`src/rtl/instr_enc_pkg.sv`:
```
// rtl/instr_enc_pkg.sv - op codes, opcode fields, fixed words and FSM states for the encoder

package instr_enc_pkg;

    typedef enum logic [3:0] {
        OP_NOP  = 4'd0,
        OP_ADDI = 4'd1,
        OP_ADDS = 4'd2,
        OP_SUBS = 4'd3,
        OP_B    = 4'd4,
        OP_CBZ  = 4'd5,
        OP_BLT  = 4'd6,
        OP_LDUR = 4'd7,
        OP_STUR = 4'd8,
        OP_LSL  = 4'd9,
        OP_LSR  = 4'd10,
        OP_MUL  = 4'd11
    } op_t;

    localparam logic [10:0] OPC11_ADDS = 11'b10101011000;
    localparam logic [10:0] OPC11_SUBS = 11'b11101011000;
    localparam logic [10:0] OPC11_LDUR = 11'b11111000010;
    localparam logic [10:0] OPC11_STUR = 11'b11111000000;
    localparam logic [10:0] OPC11_LSL  = 11'b11010011011;
    localparam logic [10:0] OPC11_LSR  = 11'b11010011010;
    localparam logic [10:0] OPC11_MUL  = 11'b10011011000;
    localparam logic [9:0]  OPC10_ADDI = 10'b1001000100;
    localparam logic [7:0]  OPC8_CBZ   = 8'b10110100;
    localparam logic [7:0]  OPC8_BCOND = 8'b01010100;
    localparam logic [5:0]  OPC6_B     = 6'b000101;

    localparam logic [31:0] NOP_WORD  = 32'h910003FF;
    localparam logic [31:0] HALT_WORD = 32'h14000000;
    localparam logic [4:0]  COND_LT   = 5'b01011;
    localparam logic [5:0]  MUL_RA    = 6'b011111;

    localparam logic [1:0] ST_IDLE = 2'd0;
    localparam logic [1:0] ST_RUN  = 2'd1;
    localparam logic [1:0] ST_PAD  = 2'd2;
    localparam logic [1:0] ST_DONE = 2'd3;

endpackage

```
`src/rtl/instr_field_pack.sv`:
```
// rtl/instr_field_pack.sv - combinational packing of one symbolic op into a 32-bit instruction word

module instr_field_pack
    import instr_enc_pkg::*;
(
    input  logic [3:0]  op,
    input  logic [4:0]  rd,
    input  logic [4:0]  rn,
    input  logic [4:0]  rm,
    input  logic [11:0] imm,
    input  logic [25:0] offset,
    output logic [31:0] word,
    output logic        op_valid
);

    always_comb begin
        word     = 32'h0;
        op_valid = 1'b1;
        case (op)
            OP_NOP:  word = NOP_WORD;
            OP_ADDI: word = {OPC10_ADDI, imm, rn, rd};
            OP_ADDS: word = {OPC11_ADDS, rm, 6'd0, rn, rd};
            OP_SUBS: word = {OPC11_SUBS, rm, 6'd0, rn, rd};
            OP_B:    word = {OPC6_B, offset};
            OP_CBZ:  word = {OPC8_CBZ, offset[18:0], rd};
            OP_BLT:  word = {OPC8_BCOND, offset[18:0], COND_LT};
            OP_LDUR: word = {OPC11_LDUR, imm[8:0], 2'b00, rn, rd};
            OP_STUR: word = {OPC11_STUR, imm[8:0], 2'b00, rn, rd};
            OP_LSL:  word = {OPC11_LSL, 5'd0, imm[5:0], rn, rd};
            OP_LSR:  word = {OPC11_LSR, 5'd0, imm[5:0], rn, rd};
            OP_MUL:  word = {OPC11_MUL, rm, MUL_RA, rn, rd};
            default: op_valid = 1'b0;
        endcase
    end

endmodule

```
`src/rtl/instr_stream_encoder.sv`:
```
// rtl/instr_stream_encoder.sv - loads encoded instruction words into imem; HALT_PAD_EN appends a halt word

module instr_stream_encoder
    import instr_enc_pkg::*;
#(
    parameter int AW    = 10,
    parameter int DEPTH = 1024
) (
    input  logic          clk,
    input  logic          reset,
    input  logic          start,
    input  logic [AW-1:0] base_addr,
    input  logic          finish,
    input  logic          in_valid,
    output logic          in_ready,
    input  logic [3:0]    in_op,
    input  logic [4:0]    in_rd,
    input  logic [4:0]    in_rn,
    input  logic [4:0]    in_rm,
    input  logic [11:0]   in_imm,
    input  logic [AW-1:0] in_target,
    output logic          mem_we,
    output logic [AW-1:0] mem_addr,
    output logic [31:0]   mem_wdata,
    output logic          busy,
    output logic          done,
    output logic [AW:0]   count,
    output logic          err_op,
    output logic          err_full
);

    localparam logic [AW:0] DEPTH_C = (AW+1)'(DEPTH);
    localparam logic [AW:0] ONE_C   = (AW+1)'(1);

    logic [1:0]    state_q, state_d;
    logic [AW-1:0] base_q, base_d;
    logic [AW:0]   count_q, count_d;
    logic          mem_we_q, mem_we_d;
    logic [AW-1:0] mem_addr_q, mem_addr_d;
    logic [31:0]   mem_wdata_q, mem_wdata_d;
    logic          err_op_q, err_op_d;
    logic          err_full_q, err_full_d;

    logic          full;
    logic          accept;
    logic [AW-1:0] wr_addr;
    logic [AW:0]   diff;
    logic [25:0]   offset;
    logic [31:0]   enc_word;
    logic          enc_valid;

    assign full    = (count_q >= DEPTH_C);
    assign wr_addr = base_q + count_q[AW-1:0];
    assign in_ready = (state_q == ST_RUN) && !full;
    assign accept   = in_valid && in_ready;

    // One extra bit keeps the target-minus-address difference exact before sign extension
    assign diff   = {1'b0, in_target} - {1'b0, wr_addr};
    assign offset = {{(26-AW-1){diff[AW]}}, diff};

    instr_field_pack u_pack (
        .op       (in_op),
        .rd       (in_rd),
        .rn       (in_rn),
        .rm       (in_rm),
        .imm      (in_imm),
        .offset   (offset),
        .word     (enc_word),
        .op_valid (enc_valid)
    );

    always_comb begin
        state_d     = state_q;
        base_d      = base_q;
        count_d     = count_q;
        mem_we_d    = 1'b0;
        mem_addr_d  = mem_addr_q;
        mem_wdata_d = mem_wdata_q;
        err_op_d    = err_op_q;
        err_full_d  = err_full_q;
        case (state_q)
            ST_IDLE, ST_DONE: begin
                if (start) begin
                    state_d    = ST_RUN;
                    base_d     = base_addr;
                    count_d    = '0;
                    err_op_d   = 1'b0;
                    err_full_d = 1'b0;
                end
            end
            ST_RUN: begin
                if (accept) begin
                    if (enc_valid) begin
                        mem_we_d    = 1'b1;
                        mem_addr_d  = wr_addr;
                        mem_wdata_d = enc_word;
                        count_d     = count_q + ONE_C;
                    end else begin
                        err_op_d = 1'b1;
                    end
                end
                if (in_valid && full) err_full_d = 1'b1;
                if (finish) begin
                    if (full) begin
                        err_full_d = 1'b1;
                        state_d    = ST_DONE;
                    end else begin
`ifdef HALT_PAD_EN
                        state_d = ST_PAD;
`else
                        state_d = ST_DONE;
`endif
                    end
                end
            end
            ST_PAD: begin
                // The op accepted alongside finish may have filled the last slot
                if (!full) begin
                    mem_we_d    = 1'b1;
                    mem_addr_d  = wr_addr;
                    mem_wdata_d = HALT_WORD;
                    count_d     = count_q + ONE_C;
                end else begin
                    err_full_d = 1'b1;
                end
                state_d = ST_DONE;
            end
            default: state_d = ST_IDLE;
        endcase
    end

    always_ff @(posedge clk) begin
        if (reset) begin
            state_q     <= ST_IDLE;
            base_q      <= '0;
            count_q     <= '0;
            mem_we_q    <= 1'b0;
            mem_addr_q  <= '0;
            mem_wdata_q <= '0;
            err_op_q    <= 1'b0;
            err_full_q  <= 1'b0;
        end else begin
            state_q     <= state_d;
            base_q      <= base_d;
            count_q     <= count_d;
            mem_we_q    <= mem_we_d;
            mem_addr_q  <= mem_addr_d;
            mem_wdata_q <= mem_wdata_d;
            err_op_q    <= err_op_d;
            err_full_q  <= err_full_d;
        end
    end

    assign mem_we    = mem_we_q;
    assign mem_addr  = mem_addr_q;
    assign mem_wdata = mem_wdata_q;
    assign busy      = (state_q == ST_RUN) || (state_q == ST_PAD);
    assign done      = (state_q == ST_DONE);
    assign count     = count_q;
    assign err_op    = err_op_q;
    assign err_full  = err_full_q;

endmodule

```
`config.mk`:
```
export PLATFORM = sky130hd
export DESIGN_NAME = instr_stream_encoder
export DESIGN_NICKNAME = d
export VERILOG_FILES = /design/src/rtl/instr_enc_pkg.sv /design/src/rtl/instr_field_pack.sv /design/src/rtl/instr_stream_encoder.sv
export SDC_FILE = /design/constraint.sdc
export NUM_CORES = 1
export LEC_CHECK = 0
export ABC_AREA = 1
export CORE_ASPECT_RATIO = 1.25
export CORE_MARGIN = 2
export CORE_UTILIZATION = 49
export CTS_CLUSTER_DIAMETER = 80
export DETAILED_ROUTE_END_ITERATION = 12
export PLACE_DENSITY = 0.84
export RECOVER_POWER = 50
export SYNTH_ARGS = -nofsm -noshare
export SYNTH_HDL_FRONTEND = slang
export SYNTH_SLANG_ARGS = --single-unit
```
`constraint.sdc`:
```
create_clock -name clk -period 3.45 [get_ports clk]
set_input_delay 0.345 -clock clk [delete_from_list [all_inputs] [get_ports clk]]
set_output_delay 0.345 -clock clk [all_outputs]
set_load 0.05 [all_outputs]
```
==> results_dict.tcl <==
set metrics [dict create \
    status "finished, violations left" \
    violations "capacitance limit, slew limit" \
    cp_max_fo 6 \
    final_net_count 791 \
    numCtsBuffers 9 \
    syn_avg_cell_area_um2 6.86 \
    die_h_um 106 \
    gr-total-overflow 0 \
    post_cts_resized 0 \
    cp_data_required_time_ns 3.62 \
    io_pins 115 \
    setup_viol 0 \
    final.setup.tns_ns 0 \
    first_pass_iters 5 \
    cts_setup_buffers 0 \
    synth_edf_count 0 \
    slew_headroom -0.0501 \
    clock_latency_ns 0.35 \
    worstSetupPathType "flip-flop to flip-flop" \
    finClkSkew_ns 0.0103 \
    peakVddDrop_mv 0.316 \
    tightest_slew_ns 1.58 \
    drc_errors 0 \
    fp.dieW_um 85.7 \
    path_clk_slew_ns 0.08 \
    viasPerCell 5.50 \
    fin_area_mm2 0.00548 \
    rsz0062_at_grt "no" \
    grt_use_total 0.262 \
    worst_setup_path_end_kind "flip-flop" \
    antenna_found_initial 0 \
    synth_seq_cells 68 \
    yosys.area.top_type "dfxtp_1" \
    io_buffers 114 \
    start_kind "flip-flop" \
    ctsHtreeMaxLevel 3 \
    placed_cell_area_mm2 0.00531 \
    wl_per_cell_um 14.4 \
    timing.fmax_mhz 332 \
    post-route-period-util 0.873 \
    drive_gt1_frac 0.0738 \
    grt_max_degree 36 \
    num_vias 4485 \
    syn_area_mm2 0.00409 \
    dominantRegCellSynth "dfxtp_1" \
    powerDensity_mw_per_mm2 512 \
    root_buffer "clkbuf_8" \
    hold_path.class "flip-flop to flip-flop" \
    arrival_ns 3.18 \
    start_util 0.502 \
    max_cap_violations 1 \
    num_antenna_cells 0 \
    drt_iter0_markers 229 \
    rows 37 \
    die_area_mm2 0.00910 \
    utilization 0.673 \
    cts_tree "built" \
    synth_fp_nets 673 \
    gp_congestion 0.912 \
    cts_hold_buf 0 \
    clock_sinks 68 \
    ys.warnings.count 0 \
    dp_hpwl_um 9030 \
    clockBufferDepth 2 \
    synth_cell_type_count 49 \
    routed_wirelength_um 11700 \
    synthArstFlopShare 0 \
    postSynthCellCount 596 \
    finalMaxSlewViolations 36 \
    synth_top_area_frac 0.333 \
    area_growth_pct 34.1 \
    hold_viol 0 \
    ys_top_cells_by_area "dfxtp_1 (33%), nand2_1 (12%), a21oi_1 (7.5%), inv_1 (6.9%), ha_1 (5.8%)" \
    ys_seq_area_frac 0.333 \
    core_area_mm2 0.00815 \
    final_antenna_net_count 0 \
    p_leak_uw 0.00252 \
    grt_pass1_vias 4341 \
    fin_crit_ns 3.01 \
    grt_pass1_wl_um 19300 \
]
## report_power, final
| part | switching [µW] | leakage [µW] | internal (µW) | total (µW) |
|---|---|---|---|---|
| Sequential | 63.8 | 0.000555 | 888 | 952 |
| Clock | 311 | 0.0000959 | 327 | 638 |
| Combinational | 809 | 0.00187 | 407 | 1220 |
| Total | 1180 | 0.00252 | 1620 | 2810 |
## final cells by class
class,count,area (µm²)
Tap cell,97,121
Multi-Input combinational cell,433,2330
Clock buffer,10,128
Fill cell,693,2660
Sequential cell,68,1360
Clock inverter,5,53.8
Timing Repair Buffer,122,1190
Inverter,80,300
## critical path, cell delays in order, from the launching register on
cell and delay (ns):
dfxtp_1 0.36, ha_1 0.24, fa_1 0.40, xnor2_1 0.26, ha_1 0.33, a21oi_1 0.18
nand2_1 0.11, nand3_1 0.08, nand3_1 0.09, nand3_1 0.14, nand2_1 0.10, nand3_1 0.12
nand3_1 0.12, nand3_1 0.13, nand2_1 0.06, nand2_1 0.06, a21oi_1 0.06
## kinds of logic (layout without fill, tap and decap cells)
| kind of cell | count (synthesis) | in the layout | synth area share |
|---|---|---|---|
| AND/OR/NAND/NOR | 269 | 269 | 0.293 |
| flip-flops | 68 | 68 | 0.333 |
| adder cells (fa/ha/maj) | 21 | 21 | 0.0679 |
| XOR/XNOR | 9 | 9 | 0.0193 |
| AO/OA/AOI/OAI | 134 | 134 | 0.189 |
| buffers and inverters | 95 | 217 | 0.0982 |
## sequential cells by signal (all words and copies together) (netlist names)
signal	count
count	11
mem_addr	10
err_op	1
base_q	10
mem_we	1
state_q	2
err_full	1
mem_wdata	32
## metrics by stage
stage / total power, µW / hold WS [ns] / setup WS [ns] / cells
global placement: 2180 / 0.453 / 0.658 / 800
finish: 2810 / 0.462 / 0.437 / 815
detailed placement: 2200 / 0.459 / 0.519 / 800
CTS: 2840 / 0.471 / 0.490 / 815
floorplan: 1820 / 0.459 / 0.516 / 596
global route: 2960 / 0.487 / 0.124 / 815
## synth_stat cells, types with 3 or more instances
| cell type | instances |
|---|---|
| a21oi_2 | 4 |
| inv_1 | 75 |
| nor2_2 | 6 |
| o21ai_0 | 36 |
| nand2_1 | 134 |
| a21oi_1 | 61 |
| xnor2_1 | 3 |
| nand2_2 | 8 |
| nor2_1 | 56 |
| nand3_2 | 3 |
| dfxtp_1 | 68 |
| ha_1 | 19 |
| inv_2 | 3 |
| nor3_1 | 3 |
| nand3_1 | 47 |
| xor2_1 | 6 |
| clkbuf_8 | 3 |
| a22oi_1 | 6 |
| o211ai_1 | 11 |
| clkbuf_1 | 9 |
## worst paths after layout
check             depth (start not counted)          start             to  slack (ns)
setup / recovery                         16       count[0]   mem_wdata[9]        0.44
setup reg to reg                         16       count[0]   mem_wdata[9]        0.44
hold reg to reg                           2  mem_wdata[25]  mem_wdata[25]        0.46
hold / removal                            2  mem_wdata[25]  mem_wdata[25]        0.46
## layout by cell type, fill, tap and decap left out, types with 3 or more instances in the layout
cell type        instances
a21oi_1                 61
a22oi_1                  6
xor2_1                   6
dfxtp_1                 68
clkdlybuf4s50_1         68
nor2_1                  56
clkbuf_8                 9
nor3_1                   3
nand3_2                  3
ha_1                    19
clkbuf_1                 3
nand3_1                 47
inv_2                    3
clkinv_2                 3
o211ai_1                11
o21ai_0                 36
buf_4                    6
nor2_2                   6
nand2_1                134
inv_1                   75
nand2_2                  8
xnor2_1                  3
a21oi_2                  4
dlygate4sd3_1           46
## routing by layer
layer | up-vias | global-route usage | wire (µm)
met5 | - | 0 | 0
met4 | 0 | 0.107 | 346
met3 | 34 | 0.0644 | 838
met2 | 197 | 0.478 | 5940
met1 | 2046 | 0.287 | 4590
li1 | 2208 | - | -
No activity file was read; power rests on OpenSTA's default activity.
